$ cat config.mk
export PLATFORM = sky130hd
export DESIGN_NAME = unshuffle_param
export DESIGN_NICKNAME = d
export VERILOG_FILES = /design/src/rtl/unshuffle_param.sv
export SDC_FILE = /design/constraint.sdc
export NUM_CORES = 1
export LEC_CHECK = 0
export BUFFER_PORTS_ARGS = -buffer_cell sky130_fd_sc_hd__buf_2
export CAP_MARGIN = 10
export CORE_ASPECT_RATIO = 2
export CORE_MARGIN = 5
export CORE_UTILIZATION = 46
export DETAILED_ROUTE_END_ITERATION = 8
export HOLD_SLACK_MARGIN = 0.02
export MAX_ROUTING_LAYER = met4
export PLACE_DENSITY_LB_ADDON = 0.2
export SLEW_MARGIN = 15
export SYNTH_ARGS = -nofsm -noshare
export SYNTH_HDL_FRONTEND = slang
export SYNTH_SLANG_ARGS = --single-unit
$ cat constraint.sdc
create_clock -name clk -period 4.36 [get_ports clk]
set_clock_uncertainty 0.2 [all_clocks]
set_input_delay 0 -clock clk [delete_from_list [all_inputs] [get_ports clk]]
set_output_delay 0 -clock clk [all_outputs]
set_load 0.03 [all_outputs]
$ cat src/rtl/unshuffle_param.sv
`timescale 1ns/1ps
// -----------------------------------------------------------------------------
// unshuffle_param
//
// Takes one IMG_W x IMG_W frame of pixels in raster order and scatters each
// pixel into a 4-bank SRAM image. Each SRAM word holds CH_NUM channels of one
// 2x2 activation tile. Two mappings are supported:
//   mode 0 : 2x2 pixel unshuffle. The pixel's position inside its 2x2 block
//            selects the channel, and the image is halved in each dimension.
//   mode 1 : pass-through. Every pixel goes to channel 0 at full resolution.
// Each accepted pixel produces exactly one masked single-activation write in
// the next cycle. All SRAM-side outputs come straight from flops.
//
// Ports
//   clk              : rising-edge clock
//   rst_n            : synchronous active-low reset
//   enable           : frame start, sampled only while idle
//   mode             : mapping select, latched together with enable
//   in_valid         : input_data carries a pixel this cycle
//   input_data       : pixel value, raster order from (0,0)
//   busy             : frame in progress (through the cycle of the last write)
//   valid            : one-cycle frame-done pulse, the cycle after the last write
//   sram_wen_a0..a3  : per-bank write enables, active-low
//   sram_wordmask_a  : per-activation mask, 0 = write that activation
//   sram_waddr_a     : word address shared by all banks
//   sram_wdata_a     : write data, activation 0 in the most significant slot
// -----------------------------------------------------------------------------
module unshuffle_param #(
    parameter int unsigned IMG_W        = 28,
    parameter int unsigned BW_PER_ACT   = 12,
    parameter int unsigned CH_NUM       = 4,
    parameter int unsigned ACT_PER_ADDR = 4
) (
    input  logic                                       clk,
    input  logic                                       rst_n,
    input  logic                                       enable,
    input  logic                                       mode,
    input  logic                                       in_valid,
    input  logic [BW_PER_ACT-1:0]                      input_data,
    output logic                                       busy,
    output logic                                       valid,
    output logic                                       sram_wen_a0,
    output logic                                       sram_wen_a1,
    output logic                                       sram_wen_a2,
    output logic                                       sram_wen_a3,
    output logic [CH_NUM*ACT_PER_ADDR-1:0]             sram_wordmask_a,
    output logic [5:0]                                 sram_waddr_a,
    output logic [CH_NUM*ACT_PER_ADDR*BW_PER_ACT-1:0]  sram_wdata_a
);

    localparam int unsigned   CW       = (IMG_W > 2) ? $clog2(IMG_W) : 1;
    localparam int unsigned   N_ACT    = CH_NUM * ACT_PER_ADDR;
    localparam int unsigned   WD_W     = N_ACT * BW_PER_ACT;
    localparam logic [CW-1:0] LAST_IDX = CW'(IMG_W - 1);
    // Tile words per tile-row: ceil(OW/4) for each mapping's output width.
    localparam logic [5:0]    NB_UNSH  = 6'((IMG_W / 2 + 3) / 4);
    localparam logic [5:0]    NB_PASS  = 6'((IMG_W + 3) / 4);

    typedef enum logic [1:0] {
        IDLE = 2'd0,
        LOAD = 2'd1,
        DONE = 2'd2
    } state_t;

    state_t            state_q, state_d;
    logic              mode_q,  mode_d;
    logic [CW-1:0]     row_q,   row_d;
    logic [CW-1:0]     col_q,   col_d;
    logic              busy_q,  busy_d;
    logic              valid_q, valid_d;
    logic [3:0]        wen_q,   wen_d;
    logic [N_ACT-1:0]  mask_q,  mask_d;
    logic [5:0]        waddr_q, waddr_d;
    logic [WD_W-1:0]   wdata_q, wdata_d;

    logic              accept;
    logic [CW-1:0]     y, x, ty, tx;
    logic [1:0]        ch, k, bank;
    logic [5:0]        nb, tile_addr;
    logic [3:0]        act_idx, slot;

    // -------------------------------------------------------------------------
    // Frame control and raster counters
    // -------------------------------------------------------------------------
    always_comb begin
        state_d = state_q;
        mode_d  = mode_q;
        row_d   = row_q;
        col_d   = col_q;
        accept  = 1'b0;

        unique case (state_q)
            IDLE: begin
                if (enable) begin
                    state_d = LOAD;
                    mode_d  = mode;
                    row_d   = '0;
                    col_d   = '0;
                end
            end
            LOAD: begin
                if (in_valid) begin
                    accept = 1'b1;
                    if (col_q == LAST_IDX) begin
                        col_d = '0;
                        if (row_q == LAST_IDX) begin
                            row_d   = '0;
                            state_d = DONE;
                        end else begin
                            row_d = row_q + 1'b1;
                        end
                    end else begin
                        col_d = col_q + 1'b1;
                    end
                end
            end
            DONE: begin
                state_d = IDLE;
            end
            default: begin
                state_d = IDLE;
            end
        endcase

        // busy covers LOAD and the DONE cycle, which carries the last write.
        busy_d  = (state_d != IDLE);
        // valid lands one cycle after DONE, i.e. in the first idle cycle,
        // where a new enable may already be accepted.
        valid_d = (state_q == DONE);
    end

    // -------------------------------------------------------------------------
    // Pixel -> (bank, address, activation slot) mapping
    // -------------------------------------------------------------------------
    always_comb begin
        if (!mode_q) begin
            // Position within the 2x2 pixel block picks the channel.
            ch = {row_q[0], col_q[0]};
            y  = row_q >> 1;
            x  = col_q >> 1;
            nb = NB_UNSH;
        end else begin
            ch = 2'b00;
            y  = row_q;
            x  = col_q;
            nb = NB_PASS;
        end

        ty        = y >> 1;
        tx        = x >> 1;
        k         = {y[0], x[0]};
        // Tiles checkerboard across the four banks, so each bank sees every
        // other tile in both directions.
        bank      = {ty[0], tx[0]};
        tile_addr = 6'(ty >> 1) * nb + 6'(tx >> 1);

        act_idx   = {ch, k};
        // Activation 0 lives in the most significant slot of the word.
        slot      = 4'(N_ACT - 1) - act_idx;
    end

    // -------------------------------------------------------------------------
    // Next SRAM write (registered below, so it appears the cycle after accept)
    // -------------------------------------------------------------------------
    always_comb begin
        wen_d   = '1;
        mask_d  = '1;
        waddr_d = '0;
        wdata_d = '0;
        if (accept) begin
            wen_d   = ~(4'b0001 << bank);
            mask_d  = ~(N_ACT'(1'b1) << slot);
            waddr_d = tile_addr;
            wdata_d = WD_W'(input_data) << (slot * BW_PER_ACT);
        end
    end

    always_ff @(posedge clk) begin
        if (!rst_n) begin
            state_q <= IDLE;
            mode_q  <= 1'b0;
            row_q   <= '0;
            col_q   <= '0;
            busy_q  <= 1'b0;
            valid_q <= 1'b0;
            wen_q   <= '1;
            mask_q  <= '1;
            waddr_q <= '0;
            wdata_q <= '0;
        end else begin
            state_q <= state_d;
            mode_q  <= mode_d;
            row_q   <= row_d;
            col_q   <= col_d;
            busy_q  <= busy_d;
            valid_q <= valid_d;
            wen_q   <= wen_d;
            mask_q  <= mask_d;
            waddr_q <= waddr_d;
            wdata_q <= wdata_d;
        end
    end

    assign busy            = busy_q;
    assign valid           = valid_q;
    assign sram_wen_a0     = wen_q[0];
    assign sram_wen_a1     = wen_q[1];
    assign sram_wen_a2     = wen_q[2];
    assign sram_wen_a3     = wen_q[3];
    assign sram_wordmask_a = mask_q;
    assign sram_waddr_a    = waddr_q;
    assign sram_wdata_a    = wdata_q;

endmodule

==> metrics.md <==
| Metric | Value |
|---|---|
| Outcome | `complete, no violations` |
| Num CTS Buffers | `20` |
| Flops & latches, synth | `233` |
| Die X | `103 µm` |
| Post-Route WL | `23.4 mm` |
| N_diodes | `0` |
| Core Area | `17200 µm²` |
| CTS tree | `yes` |
| Pre-antenna DRT Iters | `4` |
| Mux contribution to synthesized area | `3.35%` |
| Worst path arrival time | `3910 ps` |
| Xor and xnor area share after synthesis | `0.974%` |
| F_max | `0.272 GHz` |
| Syn nets | `789` |
| Main combinational cell family by area after synthesis | `simple AND/OR/NAND/NOR gates` |
| Post-route cell area | `10200 µm²` |
| Top Ports | `237` |
| Starting density of the core | `46.3%` |
| Final Hold Viols | `0` |
| Placed Instance Area | `9230 µm²` |
| Leakage Power | `4.44 nW` |
| Vias in the first global route | `6289` |
| Crit. End Element | `flop` |
| Die footprint | `20200 µm²` |
| Max_cap viols | `0` |
| Power Density | `435 nW/µm²` |
| Dpl cells | `1145` |
| CP max stage delay | `620 ps` |
| Root Buffer | `clkbuf_16` |
| GRT Residual Overflow | `0` |
| Mapped Area | `7960 µm²` |
| Hpwl dp | `16.8 mm` |
| Worst slew pin tran | `737 ps` |
| WP data required | `4600 ps` |
| Setup Viol. Count Final | `0` |
| Num rows | `68` |
| Adder-Cell Fraction of Synth Area | `4.05%` |
| Worst-path clk slew | `70 ps` |
| Routed wire per std cell | `19.4 µm` |
| Port-buffer cells | `236` |
| # clock sinks | `233` |
| CP delay by family, top | `adder cells` |
| First-pass GRT wire length | `35.0 mm` |
| Crit-path slowest cell | `fa_1` |
| Routed vias | `6367` |
| Gpl congestion | `0.981` |
| Crit Path Max Fanout | `11` |
| Tcrit/Tclk final | `84.3%` |
| Peak VDD IR | `305 µV` |
| Synth Area in Simple Gates | `21.4%` |
| Post-CTS Resized | `0` |
| CP Class | `reg -> reg` |
| Sequential area share after synthesis | `58.6%` |
| Syn Inst Count | `748` |
| Nets | `1021` |
| Syn. warnings | `0` |
| Share of cells above drive strength 1 | `33.6%` |
| RSZ-0062 raised after global routing | `no` |
| Syn-to-layout area delta | `27.8%` |
| Antenna Violating Nets Remaining | `0` |
| Fill count | `1552` |
| Cell Count, Final, Fillers Out | `1203` |
| Cell variety after synth | `49` |
| Slew Limit Fails | `0` |
| Initial antenna violation count | `0` |
| Syn_area_per_cell | `10.6 µm²` |
| Hold Crit Class | `in -> reg` |
| CP cell instances | `mux2i_1 -> buf_4 -> ha_1 -> fa_1 -> nor2_1 -> nand2_1 -> a211o_1 -> a21oi_1 -> dlygate4sd3_1` |
| Post-synth EDFFs | `0` |
| TNS Setup | `0 ps` |
| Max H-tree Level | `1` |
| Worst Setup Start Kind | `flop` |
| Clk buf depth | `3` |
| Clk_lat worst skew | `500 ps` |
| GRT Util Overall | `22.9%` |
| WP buf/inv | `2` |
| Pin count of the biggest net entering global routing | `63` |
| Die Ht | `196 µm` |
| Synth Flop Type | `dfxtp_1` |
| Min Clock Period, post-route | `3670 ps` |
| Async SR Flop Fraction | `0%` |
| Vias/cell | `5.29` |
| Drt drc | `0` |
| Post-synthesis compound-gate area fraction | `7.21%` |
| Slew headroom | `49.5%` |
| Initial DRC count | `250` |
## cell usage after synthesis (all sizes together) (2+ instances only)
master / number / area [µm²]
fa: 3 / 60.1
xor2: 4 / 42.6
nand2: 39 / 146
a21oi: 14 / 70.1
a2111oi: 6 / 52.6
ha: 21 / 263
nor4: 4 / 25.0
a21o: 4 / 30.0
and3: 8 / 50.1
or4b: 4 / 40.0
nor3b: 3 / 22.5
o21a: 7 / 52.6
o21ai: 12 / 60.1
a211o: 5 / 43.8
nand4b: 3 / 26.3
clkbuf: 33 / 124
o22a: 14 / 123
dfxtp: 233 / 4660
a21boi: 6 / 45.0
or3: 2 / 12.5
nand3: 11 / 55.1
nor3: 157 / 956
nor2: 39 / 146
mux2: 11 / 124
o32ai: 4 / 35.0
nand4: 12 / 75.1
nor2b: 5 / 31.3
inv: 12 / 47.6
mux2i: 13 / 143
xnor2: 4 / 35.0
buf: 30 / 178
and2: 8 / 50.1
nand2b: 6 / 37.5
o2111ai: 4 / 35.0
## cells in the final DEF (no fill, tap or decap), types with 4 or more instances in the layout
cell type      synthesis  final
a211o_1                5      5
o32ai_1                4      4
nor4_1                 4      4
o2111ai_1              4      4
nand2_1               39     39
and2_1                 8      8
inv_1                 11     11
a21oi_1               14     14
clkbuf_1              33      4
and3_1                 8      8
bufinv_16              0      4
dlygate4sd3_1          0     23
buf_4                  2     14
nand3_1               11     10
dfxtp_1              233    233
a21o_1                 4      4
ha_1                  21     21
nor3_2                34     34
nor2b_1                5      5
nor3_1               123    123
mux2_2                11     11
or4b_1                 4      4
nand4_1               12     12
nor2_1                39     39
a2111oi_0              6      6
clkbuf_16              0     21
buf_2                 16    236
mux2i_1               12     12
o21ai_0               11     11
nand2b_1               6      6
o22a_1                14     14
o21a_1                 7      7
a21boi_0               6      6
## sequential cells by signal (all words and copies together), names as in the netlist
name	cells
sram_wdata_a	192
sram_wordmask_a	16
sram_waddr_a	6
col_q	5
row_q	5
wen_q	4
state_q	2
busy	1
mode_q	1
valid	1
## report_power, final
| part | total [mW] | leakage, nW | internal, mW | switching, mW |
|---|---|---|---|---|
| registers | 2.15 | 1.88 | 2.14 | 0.00978 |
| clock network | 1.91 | 0.345 | 1.14 | 0.768 |
| logic | 0.371 | 2.21 | 0.0947 | 0.277 |
## final cells by class
cell class | instances | area, µm² | share of cell area, %
tap | 210 | 263 | 2.58
multi-input combinational | 440 | 2970 | 29.2
clock inverter | 9 | 158 | 1.55
clock buffer | 26 | 554 | 5.45
timing repair buffer | 273 | 1520 | 14.9
sequential | 233 | 4660 | 45.8
inverter | 12 | 47.5 | 0.467
## cell families after synthesis
family,after synthesis
flip-flops,233
AND/OR/NAND/NOR,305
XOR/XNOR,8
AO/OA/AOI/OAI,79
buffers and inverters,75
multiplexers,24
adder cells (fa/ha/maj),24
## worst reg2reg max path, stage by stage (launching register included)
cell and delay [ps]:
dfxtp_1 460, mux2i_1 230, buf_4 160, ha_1 280, fa_1 620, nor2_1 410, nand2_1 280, a211o_1 290
a21oi_1 130, dlygate4sd3_1 550
## stage by stage
step	total power, mW	util [%]	hold slack [ps]	setup slack [ps]
2_1_floorplan	2.45	-	-61.7	1120
3_3_place_gp	2.55	53.7	73.5	1050
3_5_place_dp	2.55	53.7	79.4	992
4_1_cts	4.46	59.2	176	701
5_1_grt	4.58	59.2	202	460
6_report	4.43	59.2	192	685
## per-layer routing
layer	vias up	wire length (µm)	global-route usage, %
met3	50	1400	3.24
met1	3004	8220	23.0
met4	0	958	9.89
met2	239	12800	42.6
li1	3074	-	-
met5	-	0	-
## path summary, 6_finish.rpt
kind | cells past startpoint | end | slack, ps | startpoint
min | 3 | col_q[3] | 190 | rst_n
max | 9 | sram_wdata_a[69] | 690 | mode_q
min reg2reg | 2 | col_q[4] | 350 | col_q[4]
max reg2reg | 9 | sram_wdata_a[69] | 690 | mode_q
## repair_timing
| item | in CTS | in global routing |
|---|---|---|
| endpoints found under the setup margin | 0 | 0 |
| endpoints found under the hold margin | 85 | 0 |
| hold buffers | 23 | 0 |
| buffers inserted | 0 | 0 |
(Power assumes the default switching activity.)
